### config.mk
export PLATFORM = sky130hd
export DESIGN_NAME = mem_access_unit
export DESIGN_NICKNAME = d
export VERILOG_FILES = /design/src/rtl/mem_access_unit_pkg.sv /design/src/rtl/mem_access_unit_load_extend.sv /design/src/rtl/mem_access_unit.sv
export SDC_FILE = /design/constraint.sdc
export NUM_CORES = 1
export LEC_CHECK = 0
export CORE_MARGIN = 3
export CORE_UTILIZATION = 55
export CTS_BUF_LIST = sky130_fd_sc_hd__clkbuf_16
export CTS_CLUSTER_SIZE = 30
export DETAILED_ROUTE_END_ITERATION = 10
export DONT_BUFFER_PORTS = 1
export PLACE_DENSITY_LB_ADDON = 0.3
export SLEW_MARGIN = 20
export SYNTH_ARGS = -nofsm -noshare
export SYNTH_HDL_FRONTEND = slang
export SYNTH_SLANG_ARGS = --single-unit
### constraint.sdc
create_clock -name clk -period 3.82 [get_ports clk]
set_clock_uncertainty 0.15 [all_clocks]
set_input_delay 0.764 -clock clk [delete_from_list [all_inputs] [get_ports clk]]
set_output_delay 0.764 -clock clk [all_outputs]
set_load 0.01 [all_outputs]
### src/rtl/mem_access_unit_pkg.sv
// rtl/mem_access_unit_pkg.sv - byte-enable patterns, FSM encoding and lane helpers
package mem_access_unit_pkg;

  localparam logic [3:0] BE_B0  = 4'b0001;
  localparam logic [3:0] BE_B1  = 4'b0010;
  localparam logic [3:0] BE_B2  = 4'b0100;
  localparam logic [3:0] BE_B3  = 4'b1000;
  localparam logic [3:0] BE_HLO = 4'b0011;
  localparam logic [3:0] BE_HHI = 4'b1100;
  localparam logic [3:0] BE_W   = 4'b1111;

  typedef enum logic [1:0] {
    ST_IDLE  = 2'd0,
    ST_ISSUE = 2'd1,
    ST_WAIT  = 2'd2,
    ST_DONE  = 2'd3
  } state_t;

  // Halves and words must be naturally aligned; single bytes may sit anywhere.
  function automatic logic be_legal(input logic [3:0] be, input logic [1:0] off);
    case (be)
      BE_B0, BE_B1, BE_B2, BE_B3: be_legal = 1'b1;
      BE_HLO, BE_W:               be_legal = (off == 2'b00);
      BE_HHI:                     be_legal = (off == 2'b10);
      default:                    be_legal = 1'b0;
    endcase
  endfunction

  function automatic logic [31:0] lane_replicate(input logic [3:0] be, input logic [31:0] wdata);
    case (be)
      BE_B0, BE_B1, BE_B2, BE_B3: lane_replicate = {4{wdata[7:0]}};
      BE_HLO, BE_HHI:             lane_replicate = {2{wdata[15:0]}};
      default:                    lane_replicate = wdata;
    endcase
  endfunction

endpackage

### src/rtl/mem_access_unit_load_extend.sv
// rtl/mem_access_unit_load_extend.sv - lane select and sign/zero extension of a DM word
module load_extend
  import mem_access_unit_pkg::*;
(
  input  logic [3:0]  be,
  input  logic        rd_signed,
  input  logic [31:0] word,
  output logic [31:0] result
);

  always_comb begin
    result = word;
    case (be)
      BE_B0:  result = {{24{rd_signed & word[7]}},  word[7:0]};
      BE_B1:  result = {{24{rd_signed & word[15]}}, word[15:8]};
      BE_B2:  result = {{24{rd_signed & word[23]}}, word[23:16]};
      BE_B3:  result = {{24{rd_signed & word[31]}}, word[31:24]};
      BE_HLO: result = {{16{rd_signed & word[15]}}, word[15:0]};
      BE_HHI: result = {{16{rd_signed & word[31]}}, word[31:16]};
      default: result = word;
    endcase
  end

endmodule

### src/rtl/mem_access_unit.sv
// rtl/mem_access_unit.sv - multicycle load/store stage driving a fixed-latency data memory
module mem_access_unit
  import mem_access_unit_pkg::*;
#(
  parameter int READ_LAT = 1,
  parameter int AW       = 12
) (
  input  logic          clk,
  input  logic          rst_n,
  input  logic          start,
  input  logic          we,
  input  logic [3:0]    be,
  input  logic [AW-1:0] addr,
  input  logic          rd_signed,
  input  logic [31:0]   wdata,
  output logic          busy,
  output logic          done,
  output logic          err,
  output logic [31:0]   rdata,
  output logic          dm_en,
  output logic [3:0]    dm_we,
  output logic [AW-3:0] dm_addr,
  output logic [31:0]   dm_wdata,
  input  logic [31:0]   dm_rdata
);

  localparam logic [1:0] CNT_INIT = 2'(READ_LAT - 1);

  state_t      state, state_next;
  logic        we_q, rd_signed_q;
  logic [3:0]  be_q;
  logic [1:0]  cnt;
  logic        accept, legal;
  logic [31:0] ext_data;

  assign accept = (state == ST_IDLE) && start;
  assign legal  = be_legal(be, addr[1:0]);
  assign busy   = (state != ST_IDLE);

  load_extend u_load_extend (
    .be        (be_q),
    .rd_signed (rd_signed_q),
    .word      (dm_rdata),
    .result    (ext_data)
  );

  always_ff @(posedge clk or negedge rst_n) begin
    if (!rst_n) state <= ST_IDLE;
    else        state <= state_next;
  end

  always_comb begin
    state_next = state;
    case (state)
      ST_IDLE:  if (start) state_next = legal ? ST_ISSUE : ST_DONE;
      ST_ISSUE: state_next = we_q ? ST_DONE : ST_WAIT;
      ST_WAIT:  if (cnt == 2'd0) state_next = ST_DONE;
      ST_DONE:  state_next = ST_IDLE;
      default:  state_next = ST_IDLE;
    endcase
  end

  // DM strobes are registered from the accept decision so they line up with ISSUE.
  always_ff @(posedge clk or negedge rst_n) begin
    if (!rst_n) begin
      done        <= 1'b0;
      err         <= 1'b0;
      rdata       <= '0;
      dm_en       <= 1'b0;
      dm_we       <= 4'b0000;
      dm_addr     <= '0;
      dm_wdata    <= '0;
      we_q        <= 1'b0;
      be_q        <= 4'b0000;
      rd_signed_q <= 1'b0;
      cnt         <= 2'd0;
    end else begin
      done  <= (state_next == ST_DONE);
      err   <= accept & ~legal;
      dm_en <= accept & legal;
      dm_we <= (accept & legal & we) ? be : 4'b0000;
      if (accept) begin
        we_q        <= we;
        be_q        <= be;
        rd_signed_q <= rd_signed;
      end
      if (accept & legal) begin
        dm_addr  <= addr[AW-1:2];
        dm_wdata <= lane_replicate(be, wdata);
      end
      if (state == ST_ISSUE)
        cnt <= CNT_INIT;
      else if (state == ST_WAIT && cnt != 2'd0)
        cnt <= cnt - 2'd1;
      if (state == ST_WAIT && cnt == 2'd0)
        rdata <= ext_data;
    end
  end

endmodule
# Word level (Yosys, flattened, before mapping)
# Cells that the tools add are included.
[totals] register_bits=91 out_inout_bits=82
[op_classes] addsub=1 n_eq_ne=18 mux=11 bitwise_logic=8 n_reduce_logical=12
[ops] operator="32-bit one-hot mux with 6 select lines" n=1
[ops] operator="32-bit one-hot mux with 2 select lines" n=1
[ops] operator="4-bit equality test, second input constant" n=5
[ops] operator="4-bit by 2-bit equality test with 1-bit output, second input constant" n=4
[ops] operator="2-bit 2-to-1 mux" n=5
[ops] operator="2-bit equality test, second input constant" n=4
[ops] operator="4-bit by 1-bit equality test with 1-bit output, second input constant" n=2
[ops] operator="4-bit by 3-bit equality test with 1-bit output, second input constant" n=2
[ops] operator="2-bit one-hot mux with 4 select lines" n=1
[ops] operator="1-bit bitwise AND" n=7
[ops] operator="2-bit zero test" n=3
[ops] operator="2-bit nonzero test" n=3
[ops] operator="4-bit 2-to-1 mux" n=1
[ops] operator="2-bit OR reduction" n=2
[ops] operator="4-bit OR reduction" n=1
[ops] operator="1-bit logical AND" n=3
[ops] operator="1-bit one-hot mux with 3 select lines" n=1
[ops] operator="2-bit by 1-bit equality test with 1-bit output, second input constant" n=1
[ops] operator="2-bit by 1-bit subtractor with 2-bit output, second input constant" n=1
[ops] operator="1-bit 2-to-1 mux" n=1
[ops] operator="1-bit NOT" n=1

# Longest topological paths before layout
[logic_depth] ltp_word=7 mapped_depth=8 depth_no_buf=7

# By module
# From an unflattened synthesis, not the netlist that was laid out.
[unflattened] cells_unflattened=426 hier_area_um2=5143.7
[modules_own_cells] mod="mem_access_unit" instances=1 cells_per_inst=307 area_each_um2=4260.3 seq_area_each_um2=2277.2
[modules_own_cells] mod="load_extend" instances=1 cells_per_inst=119 area_each_um2=883.3 seq_area_each_um2=0.0

# Least setup slack after synthesis
# OpenSTA, ideal clock, no wires.
[synth_path] path_kind="input to register" start="input port be[1]" end="register dm_addr[3]" setup_ns=0.125 arrival_ns=2.216 t_required_ns=3.545 setup_slack_ns=1.329 path_stages=8 n_path_buf=3 cell_sequence="buf_2 > nor2_4 > a22oi_1 > o221a_4 > or2_1 > buf_6 > buf_6 > mux2_4"
[synth_between] elab_chain_cells=4 word_cells_on_any_way=11
[synth_rtl] element="from (decl)" line="mem_access_unit.sv:12" rtl="input logic [3:0] be,"
[synth_rtl] element="4-bit by 1-bit equality test with 1-bit output, or another cell as far along" line="mem_access_unit_pkg.sv:21" rtl="case (be)"
[synth_rtl] element="4-bit OR reduction or 2-bit OR reduction (tied branches)" line="mem_access_unit_pkg.sv:21"
[synth_rtl] element="1-bit one-hot mux with 3 select lines (*)" line="mem_access_unit_pkg.sv:21"
[synth_rtl] element="1-bit bitwise AND (*)" line="mem_access_unit.sv:87" rtl="if (accept & legal) begin"
[synth_rtl] element="to (signal assigned)" line="mem_access_unit.sv:88" rtl="dm_addr <= addr[AW-1:2];"
[synth_rtl] element="to (decl)" line="mem_access_unit.sv:22" rtl="output logic [AW-3:0] dm_addr,"
# Mark *: on every way between the ends. The rest lies on a longest branch, timed or not.
# A chain may end at the register's enable or synchronous reset.

# Worst setup path after layout
[layout_path] start="register be_q[3]" end="register rdata[18]"
[layout_between] elab_chain_cells=2 word_cells_on_any_way=7
[layout_rtl] element="from (decl)" line="mem_access_unit.sv:31" rtl="logic [3:0] be_q;"
[layout_rtl] element="from (signal assigned)" line="mem_access_unit.sv:74" rtl="be_q <= 4'b0000;"
[layout_rtl] element="from (signal assigned)" line="mem_access_unit.sv:84" rtl="be_q <= be;"
[layout_rtl] element="4-bit equality test, or another cell as far along" line="mem_access_unit_load_extend.sv:13" rtl="case (be)"
[layout_rtl] element="32-bit one-hot mux with 6 select lines (*)" line="mem_access_unit_load_extend.sv:13"
[layout_rtl] element="to (signal assigned)" line="mem_access_unit.sv:96" rtl="rdata <= ext_data;"
[layout_rtl] element="to (decl)" line="mem_access_unit.sv:19" rtl="output logic [31:0] rdata,"
# Marks and branches as above.

==> impl_metrics.toml <==
[sta]
maxSlewViolCount = 0
min_period_over_period = 0.725
slew_headroom = 0.340
fmax_mhz = 361
hold_viol_final = 0
rsz0062_at_grt = "no"
period_needed_ns = 2.77
setup_tns_ns = 0
tightest_slew_ns = 0.985
setup_slack_ns = 1.05
setup_viol = 0

[place]
place_area_um2 = 4330
gp_congestion = 0.855
dpl.hpwl_um = 7510
place_ws_ns = 0.742
dp_cells = 482
port_buffers = 0

[final_layout]
final_cells = 498
syn_to_final_growth_pct = 8.74
num_antenna_cells = 0
drive_gt1_frac = 0.130
n_fill_cell = 604
fin_nets = 485
fin_area_um2 = 4670

[global_routing]
antenna_found_initial = 0
grt_use_total = 0.239
grt-ovfl-total = 0
grt_pass1_wl_um = 16600
grt_max_degree = 92
grt_pass1_vias = 3152

[worst_setup_path]
cp.required_ns = 3.84
cp.arrival_ns = 2.79
critPathMaxFanout = 18
path_cells = "nor2_1, xnor2_2, inv_1, a31oi_2, a21oi_1"
crit_buf_inv = 1
critPathKind = "flip-flop to flip-flop"
ff2ff_path_depth = 5
crit_family = "compound AO/OA/AOI/OAI gates"
path_depth = 5
crit_path_end_kind = "flip-flop"
crit_path_start_kind = "flip-flop"
slowest_delay_ns = 0.75
crit_slowest_cell = "a31oi_2"

[clocking]
cts_buffers = 9
h-tree-depth = 3
clkTransAtPathRegs_ns = 0.06
clock_latency_ns = 0.33
cts_root_buffer = "clkbuf_16"
cts_tree = "built"
cts_resized = 0
clockBufferDepth = 2
cts_sinks = 91

[logic_synthesis]
yosysWarnings = 0
synth.avg_cell_area_um2 = 10.6
ys.flop_type = "dfrtp_1"
synthCells = 405
synth.net_count = 495
async_flop_share = 1.00
ys_seq_area_frac = 0.530
synth_area_um2 = 4300
synth_top_area_share = 0.530
yosys.area.top_type = "dfrtp_1"
ys_types = 46
ys_seq_elements = 91
synth_edf_count = 0
ys_top_cells_by_area = "dfrtp_1 (53%), o21ai_0 (5.6%), mux2_4 (5.6%), nor2_1 (3.8%), a222oi_1 (3.5%)"

[floorplan]
ioPinCount = 167
die_x_um = 94.4
rows = 31
fp.dieH_um = 94.4
core_um2 = 7410
start_util = 0.580
die_area_um2 = 8910

[drt]
drtAntennaViolNets = 0
via_count = 3118
drt_iter0_drc = 210
vias_per_cell = 6.26
wl_um = 10500
drt_pass1_iterations = 5
wl_per_cell_um = 21.1
drc = 0

[power_and_ir_drop]
vdd_ir_drop_max_mv = 0.440
p_per_area_nw_per_um2 = 904
p_total_uw = 4220
leakage_uw = 0.00208

[flow_run]
max-cap-violations = 0

[min_path]
min_path_type = "input port to asynchronous set/reset pin"

[outcome]
status = "complete, no violations"
[registers in the layout, summed over array words and instances, names as in the netlist]
register,flops
dm_wdata,32
dm_we,4
be_q,4
cnt,2
dm_en,1
rd_signed_q,1
we_q,1
dm_addr,10
state,2
done,1
err,1
rdata,32
[report_power, final]
part / total (µW) / switching [µW] / leakage [µW] / internal (µW)
logic: 1330 / 758 / 0.000820 / 575
clock network: 922 / 357 / 0.000149 / 565
registers: 1970 / 555 / 0.00111 / 1410
[per-stage QoR]
stage	hold WS, ns	util
2_1_floorplan	0.297	-
3_3_place_gp	0.321	0.585
3_5_place_dp	0.322	0.585
4_1_cts	0.214	0.630
5_1_grt	0.223	0.631
6_report	0.174	0.631
[worst paths after layout]
kind,start,endpoint,slack [ns]
worst min-delay path,rst_n,rdata[31]$_DFFE_PN0P_,0.17
worst max register to register,be_q[3]$_DFFE_PN0P_,rdata[18]$_DFFE_PN0P_,1.05
max in group asynchronous,rst_n,rdata[7]$_DFFE_PN0P_,2.96
min in group clk,we_q$_DFFE_PN0P_,we_q$_DFFE_PN0P_,0.34
worst max-delay path,be_q[3]$_DFFE_PN0P_,rdata[18]$_DFFE_PN0P_,1.05
worst min register to register,we_q$_DFFE_PN0P_,we_q$_DFFE_PN0P_,0.34
[per-layer routing]
layer	global-route usage	share of wire	wire length (µm)
met1	0.311	0.38	4000
met5	0	0	0
met2	0.372	0.49	5140
met3	0.0908	0.12	1220
met4	0.0758	0.017	174
[cell families (layout without fill, tap and decap cells)]
logic type	Yosys count	count (layout)	share of synthesized area
AO/OA/AOI/OAI	123	123	0.183
AND/OR/NAND/NOR	103	103	0.107
flip-flops	91	91	0.530
multiplexers	39	39	0.112
buffers and inverters	39	33	0.0425
adder cells (fa/ha/maj)	5	5	0.0146
XOR/XNOR	5	5	0.0119
[area by class of cell]
| type | instances | area (µm²) | share of cell area |
|---|---|---|---|
| flip-flops and latches | 91 | 2280 | 0.487 |
| multi-input cells | 275 | 1850 | 0.396 |
| clock buffers | 9 | 225 | 0.0482 |
| well taps | 99 | 124 | 0.0265 |
| clock inverters | 6 | 81.3 | 0.0174 |
| repair buffers | 7 | 72.6 | 0.0155 |
| inverters | 11 | 41.3 | 0.00884 |
[repair_timing]
action,CTS,global route
buffers inserted,0,0
endpoints found under the hold margin,91,0
hold buffers,1,0
[cells in the final DEF (no fill, tap or decap), types with 2 or more instances in the layout]
master and count:
nor3_1 4, and2_1 7, bufinv_16 2, nand2_1 34
mux2_2 8, a31oi_1 9, clkinv_2 2, nand3b_1 2
o22ai_1 2, nor3b_1 2, ha_1 5, a32oi_1 3
xnor2_1 2, o21ai_1 3, clkbuf_16 9, o21ai_0 48
a222oi_1 15, buf_4 6, mux2i_1 15, mux2_4 16
xnor2_2 2, dfrtp_1 91, nor2_1 43, inv_1 11
a22oi_1 9, nand3_1 2, a21oi_1 25
[cell usage after synthesis (all sizes together) (2+ instances only)]
cell and count:
clkbuf 15, mux2 24, nand3 2, a22oi 9
o21ai 51, dfrtp 91, buf 13, a222oi 15
nor2 44, nor3 4, xnor2 4, inv 11
ha 5, nand3b 2, nand2 34, nor3b 2
a21oi 25, mux2i 15, a32oi 3, and2 8
o22ai 2, a31oi 10
No activity file was read; power rests on OpenSTA's default activity.
